## src/rtl/ahbl_arb_pkg.sv

```systemverilog
// Shared types and constants for the 4-master AHB-Lite slave-side arbiter.
package ahbl_arb_pkg;

  localparam int unsigned NUM_MASTERS = 4;

  typedef enum logic [1:0] {
    StIdle = 2'd0,
    StOwn  = 2'd1,
    StLock = 2'd2
  } arb_state_e;

  localparam logic [3:0] SEL_NONE = 4'b0000;
  localparam logic [3:0] SEL_M0   = 4'b0001;
  localparam logic [3:0] SEL_M1   = 4'b0010;
  localparam logic [3:0] SEL_M2   = 4'b0100;
  localparam logic [3:0] SEL_M3   = 4'b1000;

  function automatic logic [3:0] onehot4(input logic [1:0] idx);
    logic [3:0] sel;
    unique case (idx)
      2'd0:    sel = SEL_M0;
      2'd1:    sel = SEL_M1;
      2'd2:    sel = SEL_M2;
      default: sel = SEL_M3;
    endcase
    return sel;
  endfunction

endpackage

```

## src/rtl/ahbl_rr_pick4.sv

```systemverilog
// Combinational round-robin picker: first requester after last_winner, with wrap.
module ahbl_rr_pick4
  import ahbl_arb_pkg::*;
(
  input  logic [NUM_MASTERS-1:0] req,
  input  logic [1:0]             last_winner,
  output logic                   valid,
  output logic [1:0]             index
);

  always_comb begin
    valid = 1'b0;
    index = 2'd0;
    for (int i = 1; i <= NUM_MASTERS; i++) begin
      logic [1:0] cand;
      cand = last_winner + 2'(i);
      if (!valid && req[cand]) begin
        valid = 1'b1;
        index = cand;
      end
    end
  end

endmodule

```

## src/rtl/ahbl_rr_slave_arbiter4.sv

```systemverilog
// Slave-side round-robin arbiter for four AHB-Lite masters with HMASTLOCK and a
// per-owner beat limit; address select is combinational, data select registered.
module ahbl_rr_slave_arbiter4
  import ahbl_arb_pkg::*;
#(
  parameter int unsigned HOLD_MAX = 8
) (
  input  logic       HCLK,
  input  logic       HRESETN,
  input  logic [3:0] MREQ,
  input  logic [3:0] MSEQ,
  input  logic [3:0] MLOCK,
  input  logic       HREADYOUT,
  output logic [3:0] ADDRSEL,
  output logic [3:0] DATASEL,
  output logic [1:0] OWNER
);

  localparam logic [7:0] HoldMax = 8'(HOLD_MAX);

  arb_state_e state_q, state_d;
  logic [1:0] owner_q, owner_d;
  logic [1:0] last_q, last_d;
  logic [7:0] cnt_q, cnt_d;
  logic [3:0] datasel_q;
  logic       win_valid;
  logic [1:0] win_idx;
  logic       own_req;
  logic       arb_point;

  ahbl_rr_pick4 u_pick (
    .req        (MREQ),
    .last_winner(last_q),
    .valid      (win_valid),
    .index      (win_idx)
  );

  assign own_req = MREQ[owner_q];

  // Nothing moves while the slave stalls, so every arbitration point needs HREADYOUT.
  always_comb begin
    arb_point = 1'b0;
    if (HREADYOUT) begin
      unique case (state_q)
        StIdle:  arb_point = 1'b1;
        StOwn:   arb_point = !own_req || !MSEQ[owner_q] || (cnt_q == HoldMax);
        StLock:  arb_point = !MLOCK[owner_q];
        default: arb_point = 1'b1;
      endcase
    end
  end

  always_comb begin
    state_d = state_q;
    owner_d = owner_q;
    last_d  = last_q;
    cnt_d   = cnt_q;
    ADDRSEL = (state_q != StIdle && own_req) ? onehot4(owner_q) : SEL_NONE;
    if (arb_point) begin
      if (win_valid) begin
        ADDRSEL = onehot4(win_idx);
        state_d = MLOCK[win_idx] ? StLock : StOwn;
        owner_d = win_idx;
        last_d  = win_idx;
        cnt_d   = 8'd1;
      end else begin
        ADDRSEL = SEL_NONE;
        state_d = StIdle;
        cnt_d   = 8'd0;
      end
    end else if (HREADYOUT && state_q != StIdle && own_req && cnt_q < HoldMax) begin
      cnt_d = cnt_q + 8'd1;
    end
  end

  always_ff @(posedge HCLK or negedge HRESETN) begin
    if (!HRESETN) begin
      state_q   <= StIdle;
      owner_q   <= 2'd0;
      last_q    <= 2'd3;
      cnt_q     <= 8'd0;
      datasel_q <= SEL_NONE;
    end else begin
      state_q <= state_d;
      owner_q <= owner_d;
      last_q  <= last_d;
      cnt_q   <= cnt_d;
      if (HREADYOUT) datasel_q <= ADDRSEL;
    end
  end

  assign DATASEL = datasel_q;
  assign OWNER   = owner_q;

endmodule

```

## config.mk

```make
export PLATFORM = sky130hd
export DESIGN_NAME = ahbl_rr_slave_arbiter4
export DESIGN_NICKNAME = d
export VERILOG_FILES = /design/src/rtl/ahbl_arb_pkg.sv /design/src/rtl/ahbl_rr_pick4.sv /design/src/rtl/ahbl_rr_slave_arbiter4.sv
export SDC_FILE = /design/constraint.sdc
export NUM_CORES = 1
export LEC_CHECK = 0
export ABC_CLOCK_PERIOD_IN_PS = 3600
export CORE_ASPECT_RATIO = 0.75
export CORE_UTILIZATION = 45
export DETAILED_ROUTE_END_ITERATION = 10
export DONT_BUFFER_PORTS = 1
export GPL_TIMING_DRIVEN = 1
export PLACE_DENSITY_LB_ADDON = 0.12
export SYNTH_ARGS = -nofsm -noshare
export SYNTH_HDL_FRONTEND = slang
export SYNTH_HIERARCHICAL = 1
export SYNTH_SLANG_ARGS = --single-unit
export TNS_END_PERCENT = 1
```

## constraint.sdc

```tcl
create_clock -name HCLK -period 3.6 [get_ports HCLK]
set_clock_uncertainty 0.05 [all_clocks]
set_input_delay 0.54 -clock HCLK [delete_from_list [all_inputs] [get_ports HCLK]]
set_output_delay 0.54 -clock HCLK [all_outputs]
set_load 0.01 [all_outputs]
```

==> run metrics <==
Worst path slowest cell=o311ai_2; Root Buffer=clkbuf_4; register area=453 um2; pre-CTS WS=0.968 ns; final core utilization=0.520; wire per inst=17.9 um; R2R Path Start=OWNER[0]; CP max FO=16; largest net degree at the start of global routing=17; starting density of the core=0.501; Slew @ Worst Pin=0.770 ns; WP data arrival=between 2 and 2.5 ns; worst path cell trace=mux4_2 > nand2_1 > o311ai_2 > buf_4 > a31o_2; CTS sink count=18; die area=a little under 0.003 mm2; top-area cell type share of the netlist area=0.330; clock buffer depth=2; WHS=0.00916 ns; Setup crit start=OWNER[0]; Detail Placement HPWL=2020 um; Final setup viols=0; DR top layer=met4; critical path required time=3.01 ns; grt ovf=0; worst min path class=input pin to async pin; CP endpoint kind=primary output; via/cell ratio=5.90; fin worst setup slack=0.614 ns; kind of critical path=flip-flop to primary output; Rows=15; RD Place Congestion=0.792; Mapped Avg Cell Area=10.4 um2; total track usage=0.207; Rel. slew slack=0.485; Yosys cell types=46; Final Cycle Share=0.829; most used flip-flop cell after synthesis=dfrtp_1; met2 wire length=1140 um; drt total wl=~2700 um; DIE HEIGHT=between 40 and 50 um; warnings from Yosys=6; pins over their slew limit=0; Synth Cell Area=0.00121 mm2; P_leak=0.000556 uW; fraction of layout cells with a size suffix above 1=0.195; diode count=0; CTS buffer count=3; Reg2Reg Depth=6; first-pass GRT wire length=4050 um; type of origin of the critical path=flip-flop; most common library cells after synthesis=16 x dfrtp_1, 10 x inv_1, 8 x nand2_1; area of the multi-input gates=about 680 um2; MaxCap Viol Count=0; TritonRoute pass-1 iters=4; Largest stage delay, worst path=roughly 0.55 ns; placed insts=about 150; PwrDens=787 mW/mm2; clock-pin slew of the registers on the worst-case setup and hold paths=0.10 ns; die width=61.9 um; Synthesized Nets=roughly 140; unrepaired setup endpoints after global routing=no; Fin. Hold Viols=0; clk_lat worst skew=0.31 ns; Final Instance Count excl. Fillers=about 150; residual DRC count=0; core area=0.00242 mm2; Post-CTS Setup Repair Bufs=0; nets=139; CTS tree=done; vias in the first global route=790; Fin Setup TNS=0 ns; IO Port Bufs=0; f_max=0.335 GHz; Synth area leaders=dfrtp_1 33%, mux4_2 5.6%, ha_1 5.2%; DR iter-0 viols=53; most frequent cell after synthesis=dfrtp_1; Mapped Cells=117; routed length on met1=1260 um; Layout area overhead=3.82%; total I/O pin count=25; wire length on met3=292 um; sequential element share of the synthesized area=0.374; Seq cells post-synth=18; Post-synth EDFFs=0; dominant cell type by area after synthesis=dfrtp_1; maximum VDD drop=362 uV; status=finished, final reports clean; vias after detailed routing=~900; post-route ant nets=0; fraction of registers with async set/reset=1.00; Layout fillers=223; antenna violations before repair=0; CTS H-Tree Depth=1; minimum clock period=2.99 ns
==> critical path: cells and delay by family (launching register included) <==
| family | cells | cell delay (ns) |
|---|---|---|
| buf+inv | 1 | 0.30 |
| simple gates | 1 | 0.07 |
| flops | 1 | 0.53 |
| compound gates | 2 | 0.76 |
| mux | 1 | 0.44 |
==> through the flow <==
step                      cell area [um2]  power, uW
final                                1260        990
after global routing                 1260       1060
after CTS                            1260        991
after detailed placement             1220        872
after global placement               1220        862
after floorplan                      1210        811
==> cell type report <==
cell class                 instances  area share
inverter                          10      0.0298
timing repair buffer               2      0.0139
multi-input combinational         84       0.542
clock buffer                       4      0.0209
tap                               34      0.0338
sequential                        18       0.360
==> flip-flops by register name, indices dropped and copies added (netlist names) <==
signal / cells
cnt_q: 8
OWNER: 2
last_q: 2
DATASEL: 4
state_q: 2
==> logic make-up (layout without fill, tap and decap cells) <==
group | after synthesis | in the layout | synth area share
muxes | 7 | 7 | 0.107
xor gates and xnor gates | 2 | 2 | 0.0145
and+or+nand+nor | 43 | 43 | 0.204
AOI/OAI and AO/OA | 27 | 27 | 0.185
adders and majority gates | 5 | 5 | 0.0516
DFF | 18 | 18 | 0.374
buffers and inverters | 15 | 16 | 0.0640
==> layer usage <==
metal / up-vias / global-route usage
met3: 5 / 0.0854
met4: 0 / 0.0667
met1: 441 / 0.288
li1: 422 / -
met2: 29 / 0.295
met5: - / 0
==> what timing repair did <==
action	in CTS	in global routing
endpoints found under the hold margin	16	0
gates resized for setup	0	0
hold buffers	1	0
==> cell usage in the layout, fill, tap and decap left out, types with 2 or more instances in the layout <==
master | netlist | layout
mux4_2 | 3 | 3
nor3_1 | 2 | 2
nand2_1 | 8 | 8
o21ai_0 | 5 | 5
xnor2_1 | 2 | 2
a21o_2 | 2 | 2
nand2b_1 | 3 | 3
dfrtp_1 | 16 | 16
a221o_1 | 3 | 3
inv_1 | 10 | 10
and2_1 | 6 | 6
a21oi_1 | 3 | 3
nand3b_1 | 2 | 2
nand3_1 | 3 | 3
dfstp_2 | 2 | 2
o2bb2ai_1 | 3 | 3
ha_1 | 5 | 5
nor2b_1 | 5 | 5
clkbuf_4 | 0 | 3
nor2_1 | 6 | 6
==> power breakdown <==
| part | leakage [uW] | internal [uW] | switching (uW) |
|---|---|---|---|
| clock network | 0.0000150 | 43.4 | 69.7 |
| registers | 0.000231 | 275 | 88.5 |
| logic | 0.000310 | 240 | 273 |
| total | 0.000556 | 559 | 431 |
==> final timing paths <==
path	to	slack, ns
min in group HCLK	DATASEL[1]	0.40
worst min-delay path	last_q[1]	0.009
worst max register to register	last_q[0]	1.14
worst min register to register	cnt_q[5]	0.47
max in group asynchronous	cnt_q[0]	2.33
worst max-delay path	ADDRSEL[2]	0.61
Power figures use the tool's default switching activity.
